$ cat src/rtl/dlp_pack.sv
// dlp_pack: host-side display-list encoder.
// Collects host register writes into groups of up to three and emits each group as a fixed
// 4-word DLP entry over a valid/ready stream: one header word, then three data words.
//
// Ports:
//   hb_clk    - host bus clock, all logic on the rising edge
//   hb_rst    - synchronous active-high reset
//   reg_we    - register write request; accepted when reg_we & reg_rdy
//   reg_addr  - dword register address [8:2]
//   reg_data  - register write data
//   reg_rdy   - high in IDLE and COLLECT, low while an entry is emitted
//   flush     - close the current group now (or emit a NOP entry if a vsync wait is pending)
//   wvs_req   - pulse; the next emitted entry carries the wait-for-vsync bit
//   out_data  - entry word, 0 while no entry is being emitted
//   out_valid - out_data valid
//   out_ready - sink accepts the word when out_valid & out_ready
//   busy      - not idle, or a vsync wait is pending
//
// Configuration macro: DLP_PACK_COALESCE_EN - when defined, a write to an address already held
// in the open group overwrites that slot's data instead of taking a new slot.

module dlp_pack #(
    parameter logic [7:0] TIMEOUT  = 8'd255,
    parameter logic [6:0] NOP_ADDR = 7'h00
) (
    input  logic        hb_clk,
    input  logic        hb_rst,
    input  logic        reg_we,
    input  logic [6:0]  reg_addr,
    input  logic [31:0] reg_data,
    output logic        reg_rdy,
    input  logic        flush,
    input  logic        wvs_req,
    output logic [31:0] out_data,
    output logic        out_valid,
    input  logic        out_ready,
    output logic        busy
);

    typedef enum logic [1:0] {
        StIdle,
        StCollect,
        StEmit
    } state_e;

    state_e      state_q, state_d;
    logic [1:0]  count_q, count_d;
    logic [6:0]  addr_q [3];
    logic [6:0]  addr_d [3];
    logic [31:0] data_q [3];
    logic [31:0] data_d [3];
    logic        wvs_q, wvs_d;
    // Snapshot of the wvs bit placed in the header, so the header stays stable under
    // backpressure and a request arriving mid-entry is not lost.
    logic        hdr_wvs_q, hdr_wvs_d;
    logic [7:0]  tmo_q, tmo_d;
    logic [1:0]  idx_q, idx_d;

    logic        wr_acc;
    logic        tmo_hit;
    logic        hdr_acc;
    logic        hit;
    logic [1:0]  new_count;

    logic [6:0]  addr_eff [3];
    logic [31:0] data_eff [3];
    logic [1:0]  wcount;
    logic [31:0] header;

    always_ff @(posedge hb_clk) begin
        if (hb_rst) begin
            state_q   <= StIdle;
            count_q   <= 2'd0;
            wvs_q     <= 1'b0;
            hdr_wvs_q <= 1'b0;
            tmo_q     <= 8'd0;
            idx_q     <= 2'd0;
            for (int i = 0; i < 3; i++) begin
                addr_q[i] <= 7'd0;
                data_q[i] <= 32'd0;
            end
        end else begin
            state_q   <= state_d;
            count_q   <= count_d;
            wvs_q     <= wvs_d;
            hdr_wvs_q <= hdr_wvs_d;
            tmo_q     <= tmo_d;
            idx_q     <= idx_d;
            for (int i = 0; i < 3; i++) begin
                addr_q[i] <= addr_d[i];
                data_q[i] <= data_d[i];
            end
        end
    end

    always_comb begin
        state_d   = state_q;
        count_d   = count_q;
        hdr_wvs_d = hdr_wvs_q;
        tmo_d     = tmo_q;
        idx_d     = idx_q;
        addr_d    = addr_q;
        data_d    = data_q;
        hit       = 1'b0;
        new_count = count_q;

        wr_acc  = reg_we && (state_q != StEmit);
        tmo_hit = (TIMEOUT != 8'd0) && (tmo_q == TIMEOUT);
        hdr_acc = (state_q == StEmit) && (idx_q == 2'd0) && out_ready;

        // Clear only the request that actually went out in the header.
        wvs_d = wvs_req | (wvs_q & ~(hdr_acc & hdr_wvs_q));

        unique case (state_q)
            StIdle: begin
                tmo_d = 8'd0;
                if (wr_acc) begin
                    addr_d[0] = reg_addr;
                    data_d[0] = reg_data;
                    count_d   = 2'd1;
                    state_d   = flush ? StEmit : StCollect;
                end else if (flush && wvs_q) begin
                    // count stays 0: the output mux turns this into a NOP entry
                    state_d = StEmit;
                end
            end
            StCollect: begin
                tmo_d = tmo_q + 8'd1;
                if (wr_acc) begin
                    tmo_d = 8'd0;
`ifdef DLP_PACK_COALESCE_EN
                    for (int i = 0; i < 3; i++) begin
                        if ((2'(i) < count_q) && (addr_q[i] == reg_addr)) begin
                            hit       = 1'b1;
                            data_d[i] = reg_data;
                        end
                    end
`endif
                    if (!hit) begin
                        for (int i = 0; i < 3; i++) begin
                            if (2'(i) == count_q) begin
                                addr_d[i] = reg_addr;
                                data_d[i] = reg_data;
                            end
                        end
                        new_count = count_q + 2'd1;
                    end
                end
                count_d = new_count;
                if ((new_count == 2'd3) || flush || tmo_hit) begin
                    state_d = StEmit;
                end
            end
            StEmit: begin
                tmo_d = 8'd0;
                if (out_ready) begin
                    idx_d = idx_q + 2'd1;
                    if (idx_q == 2'd3) begin
                        count_d = 2'd0;
                        state_d = StIdle;
                    end
                end
            end
            default: begin
                state_d = StIdle;
            end
        endcase

        if ((state_d == StEmit) && (state_q != StEmit)) begin
            hdr_wvs_d = wvs_d;
        end
    end

    // Entry assembly: slots beyond count read as zero; an empty group is a NOP entry.
    always_comb begin
        for (int i = 0; i < 3; i++) begin
            addr_eff[i] = (2'(i) < count_q) ? addr_q[i] : 7'd0;
            data_eff[i] = (2'(i) < count_q) ? data_q[i] : 32'd0;
        end
        if (count_q == 2'd0) begin
            addr_eff[0] = NOP_ADDR;
        end
        wcount = (count_q == 2'd0) ? 2'd1 : count_q;
        header = {hdr_wvs_q, addr_eff[2][6], addr_eff[1][6], addr_eff[0][6], wcount, 2'b00,
                  addr_eff[2][5:0], 2'b00, addr_eff[1][5:0], 2'b00, addr_eff[0][5:0], 2'b00};
    end

    always_comb begin
        out_valid = (state_q == StEmit);
        reg_rdy   = (state_q != StEmit);
        busy      = (state_q != StIdle) || wvs_q;
        out_data  = 32'd0;
        if (state_q == StEmit) begin
            unique case (idx_q)
                2'd0:    out_data = header;
                2'd1:    out_data = data_eff[0];
                2'd2:    out_data = data_eff[1];
                default: out_data = data_eff[2];
            endcase
        end
    end

endmodule
$ cat config.mk
export PLATFORM = sky130hd
export DESIGN_NAME = dlp_pack
export DESIGN_NICKNAME = d
export VERILOG_FILES = /design/src/rtl/dlp_pack.sv
export SDC_FILE = /design/constraint.sdc
export NUM_CORES = 1
export LEC_CHECK = 0
export CAP_MARGIN = 20
export CORE_ASPECT_RATIO = 0.9
export CORE_MARGIN = 4
export CORE_UTILIZATION = 55
export CTS_CLUSTER_SIZE = 20
export DETAILED_ROUTE_END_ITERATION = 10
export MAX_ROUTING_LAYER = met4
export PLACE_DENSITY = 0.79
export SLEW_MARGIN = 20
export SYNTH_ARGS = -nofsm -noshare
export SYNTH_HDL_FRONTEND = slang
export SYNTH_SLANG_ARGS = --single-unit
export TNS_END_PERCENT = 20
$ cat constraint.sdc
create_clock -name hb_clk -period 2.8 [get_ports hb_clk]
set_clock_uncertainty 0.1 [all_clocks]
set_input_delay 0.84 -clock hb_clk [delete_from_list [all_inputs] [get_ports hb_clk]]
set_output_delay 0.84 -clock hb_clk [all_outputs]
set_load 0.02 [all_outputs]
==> After elaboration in Yosys (flattened, before gate mapping) <==
Index checks and enable logic that the tools add are counted.
{ "totals": {"register_bits": 133, "latchBits": 0, "ramBits": 0, "mem_bits_ro": 0, "output_inout_bits": 35, "elab_cells": 96, "n_memories": 0} }
{ "op_classes": {"add_sub_neg": 3, "mul": 0, "div": 0, "n_lt_le_gt_ge": 3, "eq_ne": 16, "n_shift": 0, "mux": 37, "n_bitwise": 4, "reduce_logical": 21} }
{ "ops": {"columns": ["operator", "n"], "rows": [
  ["32-bit 2-to-1 mux", 8],
  ["96-bit 2-to-1 mux", 1],
  ["32-bit one-hot mux with 3 select lines", 1],
  ["32-bit one-hot mux with 2 select lines", 1],
  ["7-bit 2-to-1 mux", 8],
  ["2-bit 2-to-1 mux", 12],
  ["21-bit 2-to-1 mux", 1],
  ["8-bit one-hot mux with 2 select lines", 1],
  ["7-bit one-hot mux with 2 select lines", 1],
  ["2-bit one-hot mux with 3 select lines", 2],
  ["2-bit == test, second input constant", 5],
  ["8-bit by 1-bit adder with 8-bit output, second input constant", 1],
  ["8-bit == test, second input constant", 1],
  ["8-bit 2-to-1 mux", 1],
  ["2-bit != test, second input constant", 4],
  ["4-bit AND reduction", 2],
  ["2-bit logical NOT", 3],
  ["3-bit AND reduction", 2],
  ["2-bit nonzero test", 3],
  ["1-bit logical AND", 5],
  ["2-bit by 1-bit adder with 2-bit output, second input constant", 2],
  ["2-bit by 1-bit == test with 1-bit output, second input constant", 2],
  ["1-bit by 2-bit < comparator with 1-bit output, first input constant", 2],
  ["2-bit by 1-bit != test with 1-bit output, second input constant", 2],
  ["10 further kinds", 13]
]} }

==> Depth between registers and ports, before layout <==
Gate-level depths: netlist of run 1.
{ "logic_depth": {"word_depth": 11, "depth_mapped": 9, "ltp_nobuf": 7} }

==> Worst setup path before layout of run 1 <==
Ideal clock, no wire load.
{ "synth_path": {"path_type": "flip-flop to output port", "startpoint": "reg count_q[0]", "endpoint": "out out_data[31]", "arrival_ns": 1.890, "required_ns": 1.860, "slack_ns": -0.030, "path_stages_with_launch": 7, "path_cell_list": "dfxtp_1 > inv_1 > ha_1 > nor2b_1 > clkbuf_1 > nand2_1 > a221oi_1"} }
{ "synth_between": {"elab_chain_cells": 4} }
{ "synth_rtl": {"columns": ["element", "line_no", "source"], "rows": [
  ["from (decl)", "47", "logic [1:0] count_q, count_d;"],
  ["from (signal assigned)", "84", "count_q <= count_d;"],
  ["2-bit < comparator or 1-bit by 2-bit < comparator with 1-bit output (tied branches)", "178", "data_eff[i] = (2'(i) < count_q) ? data_q[i] : 32'd0;"],
  ["32-bit 2-to-1 mux", "178", null],
  ["32-bit one-hot mux with 3 select lines (*)", "194", "unique case (idx_q)"],
  ["32-bit 2-to-1 mux (*)", "193", "if (state_q == StEmit) begin"],
  ["to (decl)", "34", "output logic [31:0] out_data,"]
]} }
Mark *: on every way between the ends. The rest lies on a longest branch, timed or not.

==> Final worst setup path of run 1 <==
Same ends and word-level chain as after synthesis.

==> results of run 1 <==
sequential cells by signal, summed over array words and instances, names as in the netlist:
signal     count
data_q        96
state_q        2
hdr_wvs_q      1
tmo_q          8
addr_q        21
idx_q          2
count_q        2
wvs_q          1
layout by cell type (no fill, tap or decap), types with 5 or more instances in the layout:
master and count:
nand2_1 249, dfxtp_1 129, a21oi_1 122, buf_4 79, nor2_1 52, clkdlybuf4s50_1 43, a31oi_1 32, a22oi_2 24
a21oi_2 22, nand2_2 17, clkbuf_16 17, buf_6 14, buf_12 9, a22oi_1 6, nand3_1 6, ha_4 6
ha_1 6, o21ai_0 5, clkinv_2 5
through the flow:
stage,instances,power (mW)
after CTS,1063,4.980
after global placement,1007,2.684
after global routing,1060,5.208
final,1060,5.064
after detailed placement,1007,2.707
after floorplan,810,2.422
routing by layer:
layer  up-vias  global-route usage, %
li1       2943                      -
met1      3092                  36.55
met3        79                  6.804
met4         0                  15.73
met5         -                      -
met2       357                  53.63
area by class of cell:
cell class	instances	area (µm²)	share of cell area, %
inverter	9	36.28	0.4343
multi-input combinational	603	3371	40.34
sequential	133	2670	31.96
timing repair buffer	154	1519	18.18
clock inverter	13	155.1	1.857
tap	129	161.4	1.932
clock buffer	19	442.9	5.301
synthesized netlist by cell type (all sizes together):
master	n
o32ai	1
a21oi	144
dfxtp	133
and4b	1
o211ai	1
ha	14
and2b	1
nand2b	2
a2bb2oi	2
nor3	3
a311oi	1
nor2b	4
a222oi	1
o21ai	7
o211a	1
nand2	268
mux2	2
o21a	2
buf	18
a22oi	30
a21bo	1
nand4bb	1
nand4	2
and3	3
o21bai	2
xor2	4
or3	2
a31oi	32
or2b	1
inv	9
nand4b	1
mux2i	1
and2	4
a221oi	2
nor2	52
nand3	7
o22ai	1
xnor2	2
clkbuf	47
repair_timing:
action / in CTS / in global routing
resized for setup: 237 / 59
endpoints found under the setup margin: 34 / 73
pin swaps: 39 / 38
cloned: 5 / 0
buffers inserted: 19 / 0
worst paths after layout:
check                       endpoint  cells past startpoint
max                     out_data[31]                      8
min          data_q[16]$_SDFFE_PP0P_                      2
max reg2reg  data_q[34]$_SDFFE_PP0P_                     19
min reg2reg  data_q[16]$_SDFFE_PP0P_                      2
report_power, final:
part	leakage [nW]	switching, mW	internal (mW)
combinational	1.63	0.441	0.310
clock	0.289	0.852	1.42
sequential	1.08	0.0653	1.98
total	3.00	1.36	3.71
cell families (layout without fill, tap and decap cells):
kind of cell,count (synthesis),count (layout),synth area share [%]
flip-flops,133,133,44.70
adder cells (fa/ha/maj),14,14,2.941
buffers and inverters,74,195,5.125
XOR/XNOR,6,6,0.8822
AND/OR/NAND/NOR,352,352,23.55
AO/OA/AOI/OAI,228,228,22.26
multiplexers,3,3,0.5461
worst max-delay path, stage by stage (launching register included):
cell and delay (ns):
dfxtp_2 0.35, inv_2 0.06, ha_4 0.18, nor2b_4 0.26, buf_6 0.15, buf_12 0.11, nand2_1 0.08, a221oi_2 0.32
buf_4 0.20
==> summary.txt, run 1 <==
Slew headroom: 61.41%
ant diodes: 0
met2 WL: 9817 µm
CTS tree: built
HP Start: data_q[16]$_SDFFE_PP0P_
Pleak: 2.995 nW
Slew Limit Fails: 0
Fin Setup TNS: -6.295 ns
first-pass GRT wire length: 31530 µm
VDD IR max: 0.4471 mV
Startpoint Class: register
initial cell density of the core: 57.15%
status: finished with violations
Synth Warn #: 0
syn_area_per_cell: 7.354 µm²
arrival time at the worst endpoint: 2.14 ns
final net count: 977
Num CTS Buffers: 17
largest net degree at the start of global routing: 56
Die Span Y: 106.7 µm
io pins: 80
TritonRoute pass-1 iters: 5
drt via density: 6.105
min cycle time layout: 3.084 ns
Hold Slack: 0.3522 ns
layout cells sized above 1: 25.13%
CTS H-tree lvls: 4
failing checks: negative setup slack
Congestion Overflow GR: 0
Site Rows: 35
Fin. Hold Viols: 0
area share of the largest cell type after synthesis: 44.70%
reg2reg start: count_q[1]$_SDFFE_PP0P_
total clock sinks: 133
Vias: 6471
Post-DP Area: 0.007152 mm²
Syn Inst Count: 810
root buffer cell: clkbuf_16
CP max FO: 6
Highest Clock Rate: 324.3 MHz
total track usage: 31.90%
syn nets: 869
Final Core Density: 80.17%
Post-Syn Area: 0.005957 mm²
highest metal used: met4
leading area contributor after synthesis: dfxtp_1
die area: 0.01256 mm²
number of synthesized register bits: 133
final setup vio count: 69
Wirelength per Cell: 19.08 µm
RSZ-0062 raised after global routing: true
Req. time, crit path: 1.86 ns
Area contributors post-synth: dfxtp_1, nand2_1, a21oi_1
R2R Setup Slk: -0.07 ns
Placer Congestion: 0.8497
Worst Tran Pin Value: 0.5777 ns
Die Width: 117.7 µm
M1 WL: 7868 µm
MaxCap Viol Count: 0
Clock Tree Buf Depth: 2
filler cell count: 646
Area Growth Syn to Fin: 40.26%
sequential share of the synthesized area: 44.70%
Final Instance Area: 0.008356 mm²
Routed WL: 20230 µm
number of hold buffers added after CTS: 0
Crit Path Class: reg -> out
final worst slack: -0.2837 ns
Core ar.: 0.01042 mm²
Remaining DRCs: 0
I/O Buffers: 79
PD cells: 606.0 mW/mm²
HP Class: reg -> reg
period utilization: 110.1%
clock latency on the worst-skew pair: 0.42 ns
initial antenna violation count: 0
critical path startpoint: count_q[0]$_SDFFE_PP0P_
Unique masters post-synth: 43
Worst Setup End Kind: output port
dpl hpwl: 11350 µm
number of global-route vias before repair: 6384
post-route ant nets: 0
initial DRC count: 668
Place WS: -0.2797 ns
clock slew at reported path FFs: 0.06 ns
DR WL met3: 1676 µm
Power figures use the tool's default switching activity.
==> run 2, diff against run 1 <==
--- a/config.mk
+++ b/config.mk
@@ -5,7 +5,6 @@
 export SDC_FILE = /design/constraint.sdc
 export NUM_CORES = 1
 export LEC_CHECK = 0
-export CAP_MARGIN = 20
 export CORE_ASPECT_RATIO = 0.9
 export CORE_MARGIN = 4
 export CORE_UTILIZATION = 55
==> results of run 2 <==
No change in the layout: final DEF, timing and power equal those of run 1.
==> run 3, diff against run 2 <==
--- a/config.mk
+++ b/config.mk
@@ -6,13 +6,13 @@
 export NUM_CORES = 1
 export LEC_CHECK = 0
 export CORE_ASPECT_RATIO = 0.9
-export CORE_MARGIN = 4
+export CORE_MARGIN = 2
 export CORE_UTILIZATION = 55
 export CTS_CLUSTER_SIZE = 20
 export DETAILED_ROUTE_END_ITERATION = 10
 export MAX_ROUTING_LAYER = met4
 export PLACE_DENSITY = 0.79
-export SLEW_MARGIN = 20
+export SLEW_MARGIN = 40
 export SYNTH_ARGS = -nofsm -noshare
 export SYNTH_HDL_FRONTEND = slang
 export SYNTH_SLANG_ARGS = --single-unit
==> run 3 against run 2 <==
  * The run still ends with negative setup slack left
  * Utilization decreased by 4.4 points
  * Die area decreased by 7.0%
  * Critical path depth decreased by 1
  * Worst hold slack improved by 0.0018 ns
  * Flip-flop and latch count unchanged
  * Cell count decreased by 0.57%
  * Global-route usage increased by 0.37 points
  * Critical path type unchanged
==> summary.txt, run 3 (same netlist as run 1, synthesis figures left out) <==
status: finished with violations
failing checks: negative setup slack
total track usage: 32.28%
Num CTS Buffers: 17
io pins: 80
combinational share of power: 14.2%
register with the most flip-flops: data_q
PD cells: 630.8 mW/mm²
Sw Ratio: 25.14%
crit path cell chain: inv_4, ha_4, nor2b_4, buf_6, nand2_1, a221oi_2, buf_4
Area Growth Syn to Fin: 35.85%
post-route ant nets: 0
Clock Tree Buf Depth: 2
Crit Path Class: reg -> out
most common cell after layout, fill and taps aside: nand2_1
slowest CP cell: dfxtp_4
final worst slack: -0.2391 ns
arrival time at the worst endpoint: 2.10 ns
reg2reg start: idx_q[0]$_SDFFE_PP0P_
crit path buf inv count: 3
drt via density: 5.971
Routed WL: 18670 µm
Die Span Y: 102.7 µm
Startpoint Class: register
Worst Setup End Kind: output port
VDD IR max: 0.4691 mV
Pleak: 2.913 nW
CTS H-tree lvls: 4
Place WS: -0.2442 ns
MaxCap Viol Count: 0
HP Start: data_q[37]$_SDFFE_PP0P_
Die Width: 113.7 µm
period utilization: 108.5%
cell family with most CP delay: buffers and inverters
clock latency on the worst-skew pair: 0.42 ns
Placed Cells: 1012
CP max FO: 10
switching power total: 1.284 mW
critical path startpoint: idx_q[1]$_SDFFE_PP0P_
final setup vio count: 32
TritonRoute pass-1 iters: 5
root buffer cell: clkbuf_16
CTS tree: built
total clock sinks: 133
Core ar.: 0.01068 mm²
clock slew at reported path FFs: 0.06 ns
ant diodes: 0
Slew Limit Fails: 0
CP max stage delay: 0.36 ns
Slew headroom: 64.16%
Congestion Overflow GR: 0
number of global-route vias before repair: 5820
Highest Clock Rate: 329.0 MHz
Req. time, crit path: 1.86 ns
final net count: 967
max FFs per register: 96
Vias: 6293
non-filler cells, final: 1054
largest net degree at the start of global routing: 67
internal power: 3.821 mW
Wirelength per Cell: 17.71 µm
leading registers by flop count: data_q (96), addr_q (21), tmo_q (8)
commonest cells after routing, fill and taps aside: nand2_1, a21oi_1, dfxtp_1
dpl hpwl: 11270 µm
initial antenna violation count: 0
RSZ-0062 raised after global routing: true
filler cell count: 749
fraction of power consumed by sequential logic: 39.9%
Placer Congestion: 0.8596
Remaining DRCs: 0
min cycle time layout: 3.039 ns
layout cells sized above 1: 19.00%
Fin. Hold Viols: 0
initial cell density of the core: 55.80%
I/O Buffers: 79
clock power share: 45.9%
HP Class: reg -> reg
initial DRC count: 645
die area: 0.01168 mm²
Worst Tran Pin Value: 0.5365 ns
Post-DP Area: 0.007189 mm²
Final Instance Area: 0.008093 mm²
Site Rows: 36
first-pass GRT wire length: 28600 µm
## run 3: metal layers
layer / track usage (%) / routed length, µm / share of wire, % / vias to the layer above
li1: - / - / - / 2925
met1: 38.23 / 7423 / 40 / 2990
met2: 53.48 / 9186 / 49 / 317
met3: 6.878 / 1370 / 7.3 / 61
met4: 14.54 / 691 / 3.7 / 0
met5: - / 0 / 0 / -
## run 3: path summary, 6_finish.rpt
kind                             endpoint  slack, ns  depth (start not counted)
hold / removal    data_q[37]$_SDFFE_PP0P_       0.35                          2
setup / recovery             out_data[31]      -0.24                          7
setup reg to reg   hdr_wvs_q$_SDFFE_PP0P_       0.40                          9
hold reg to reg   data_q[37]$_SDFFE_PP0P_       0.35                          2
## run 3: area by class of cell
cell class,instances,area [µm²],share of cell area (%)
clock buffers,24,471.7,5.829
clock inverters,8,146.4,1.809
inverters,9,38.79,0.4793
multi-input cells,603,3199,39.53
flip-flops and latches,133,2673,33.02
well taps,133,166.4,2.056
repair buffers,144,1398,17.27
## run 3: through the flow
step | hold WS, ns | TNS [ns] | util, % | power, mW
after detailed placement | 0.3467 | -6.030 | 67.35 | 2.716
after floorplan | 0.3357 | 0 | - | 2.422
after CTS | 0.3542 | -3.358 | 73.83 | 5.062
after global routing | 0.3689 | -8.202 | 75.81 | 5.259
after global placement | 0.3416 | -4.403 | 67.35 | 2.689
final | 0.3540 | -5.520 | 75.81 | 5.105
## run 3: power groups by stage
| stage | clock, mW | sequential [mW] | combinational (mW) |
|---|---|---|---|
| after floorplan | 0 | 2.06 | 0.364 |
| after global placement | 0 | 2.06 | 0.628 |
| after detailed placement | 0 | 2.07 | 0.650 |
| after CTS | 2.35 | 2.03 | 0.681 |
| after global routing | 2.44 | 2.04 | 0.771 |
| final | 2.34 | 2.04 | 0.724 |
## run 3: worst register-to-register path, cell delays in order, from the launching register on
cell      delay [ns]
dfxtp_4         0.37
buf_4           0.14
buf_4           0.13
ha_4            0.18
buf_12          0.17
a21bo_1         0.25
a31oi_1         0.17
o32ai_2         0.13
a311oi_2        0.30
mux2_1          0.35
## run 3: what timing repair did
action | CTS | global route
setup endpoints to repair | 35 | 32
setup buffers | 2 | 6
hold buffers | 0 | 0
gates cloned | 1 | 2
pin swaps | 13 | 14
gates resized for setup | 190 | 35
==> variant (flow settings as in run 2) <==
The option `DLP_PACK_COALESCE_EN` is turned on by a define.
--- a/src/rtl/dlp_pack.sv
+++ b/src/rtl/dlp_pack.sv
@@ -20,2 +20,4 @@
 // in the open group overwrites that slot's data instead of taking a new slot.
+
+`define DLP_PACK_COALESCE_EN
 
Check against the original RTL: not equivalent (Yosys sat finds a counterexample within 4 cycles, from zero or initial values and one cycle with hb_rst high).
==> variant against run 2 <==
Total power is 1.4% lower; wire length is 8.2% lower; largest power group unchanged; combinational power is 0.9% lower; sequential cell count stayed put; the flow still finishes with violations (setup timing); area after synthesis is 9.0% higher; worst setup slack better by 0.076 ns; final area is 3.0% higher.
==> variant: results (changes against run 2) <==
<table>
<tr><th>Metric</th><th>Value</th></tr>
<tr><th colspan="2">Status</th></tr>
<tr><td>Result of the run</td><td>finished, violations left</td></tr>
<tr><td>Failing checks</td><td>setup timing</td></tr>
<tr><th colspan="2">GRT</th></tr>
<tr><td>Number of global-route vias before repair</td><td>6,071 (-4.9%)</td></tr>
<tr><td>Wire length of the first global-routing pass</td><td>31.1 mm (-1.5%)</td></tr>
<tr><td>Global-route met2 utilization</td><td>46.3% (-7.4 points)</td></tr>
<tr><th colspan="2">Logic synthesis</th></tr>
<tr><td>Synth cell count leaders</td><td>nor2_1, dfxtp_1, mux2i_1, clkbuf_1, nand2_1</td></tr>
<tr><td>Seq/Total Area, Yosys</td><td>41.0% (-3.7 points)</td></tr>
<tr><td>Portion of netlist area occupied by mux cells</td><td>18.4% (+18 points)</td></tr>
<tr><td>Cell types occupying the most area after synthesis</td><td>dfxtp_1, mux2i_1, nor2_1</td></tr>
<tr><td>Post-synthesis cell type count</td><td>50 (+16%)</td></tr>
<tr><th colspan="2">Timing</th></tr>
<tr><td>Final-report setup violation count</td><td>32 (-54%)</td></tr>
<tr><td>Final worst-path setup slack</td><td>-0.208 ns (+0.0757 ns)</td></tr>
<tr><th colspan="2">Final layout</th></tr>
<tr><td>Final cell count without fillers</td><td>1,010 (-4.7%)</td></tr>
<tr><td>Total number of nets in the final design</td><td>900 (-7.9%)</td></tr>
<tr><th colspan="2">Critical path</th></tr>
<tr><td>Worst reg-to-reg setup slack</td><td>0.18 ns (+0.25 ns)</td></tr>
<tr><td>Reg2Reg Depth</td><td>9 (-10)</td></tr>
<tr><td>Startpoint of the lowest-slack register-to-register path</td><td>count_q[0]</td></tr>
<tr><th colspan="2">Clock tree</th></tr>
<tr><td>Quantity of gates resized following cts</td><td>205 (-14%)</td></tr>
<tr><th colspan="2">Route</th></tr>
<tr><td>First DRT Iteration DRCs</td><td>467 (-30%)</td></tr>
<tr><td>Number of vias in the routed layout</td><td>5,877 (-9.2%)</td></tr>
<tr><td>WL per Instance</td><td>18.4 um (-3.6%)</td></tr>
<tr><th colspan="2">Placed design</th></tr>
<tr><td>Number of placed cells counting well taps</td><td>967 (-4.0%)</td></tr>
<tr><td>Last weighted congestion value of the routability-driven placer</td><td>0.882 (+3.8%)</td></tr>
<tr><td>Worst setup slack after placement</td><td>-0.651 ns (-0.371 ns)</td></tr>
<tr><th colspan="2">Pwr</th></tr>
<tr><td>IR drop worst, VDD</td><td>0.000476 V (+6.5%)</td></tr>
</table>
## variant: cell types whose count changed after synthesis, sizes merged, moves of 3 or more
cell,run 2,this run
clkbuf,47,39
nor4,0,6
buf,18,21
nor2,52,174
xnor2,2,9
mux2i,1,118
nand4,2,6
nand2,268,36
xor2,4,20
a21oi,144,28
## variant: metrics by stage
step           util [%]  setup TNS (ns)
6_report           74.9           -4.93
5_1_grt            74.9           -9.04
4_1_cts            74.1           -4.53
3_5_place_dp       67.8          -73.95
3_3_place_gp       67.8          -67.25
2_1_floorplan         -          -0.502
## variant: layout make-up
type,instances,share of cell area (%)
sequential,133,31.0
multi-input combinational,527,42.7
clock inverter,10,1.40
timing repair buffer,151,16.6
clock buffer,22,5.51
inverter,11,0.524
tap,156,2.27
## variant: per-layer routing
metal | up-vias | part of all wire, %
li1 | 2759 | -
met3 | 36 | 6.6
met1 | 2857 | 43
met2 | 225 | 48
met5 | - | 0
met4 | 0 | 1.8
## variant: worst register-to-register path, stage by stage (launching register included)
cell and delay, ns:
dfxtp_1 0.31, buf_4 0.16, ha_2 0.20, buf_6 0.18, buf_4 0.19, and4_4 0.21
or4_1 0.51, a31oi_1 0.25, nand4_1 0.12, mux2_2 0.28
## variant: how the worst max path moves through the flow
stage	start	depth (start not counted)	slack [ns]	end
2_1_floorplan	count_q[0]	8	-0.03	out_data[23]
3_3_place_gp	reg_addr[0]	8	-0.62	hdr_wvs_q
3_5_place_dp	reg_addr[4]	9	-0.65	data_q[20]
4_1_cts	idx_q[1]	10	-0.21	out_data[12]
5_1_grt	idx_q[0]	9	-0.31	out_data[26]
6_report	idx_q[1]	10	-0.21	out_data[5]
## variant: power breakdown
part,internal (mW),switching (mW),total [mW]
clock,1.39,0.837,2.22
combinational,0.353,0.391,0.743
sequential,1.97,0.0579,2.03
total,3.71,1.29,5.00
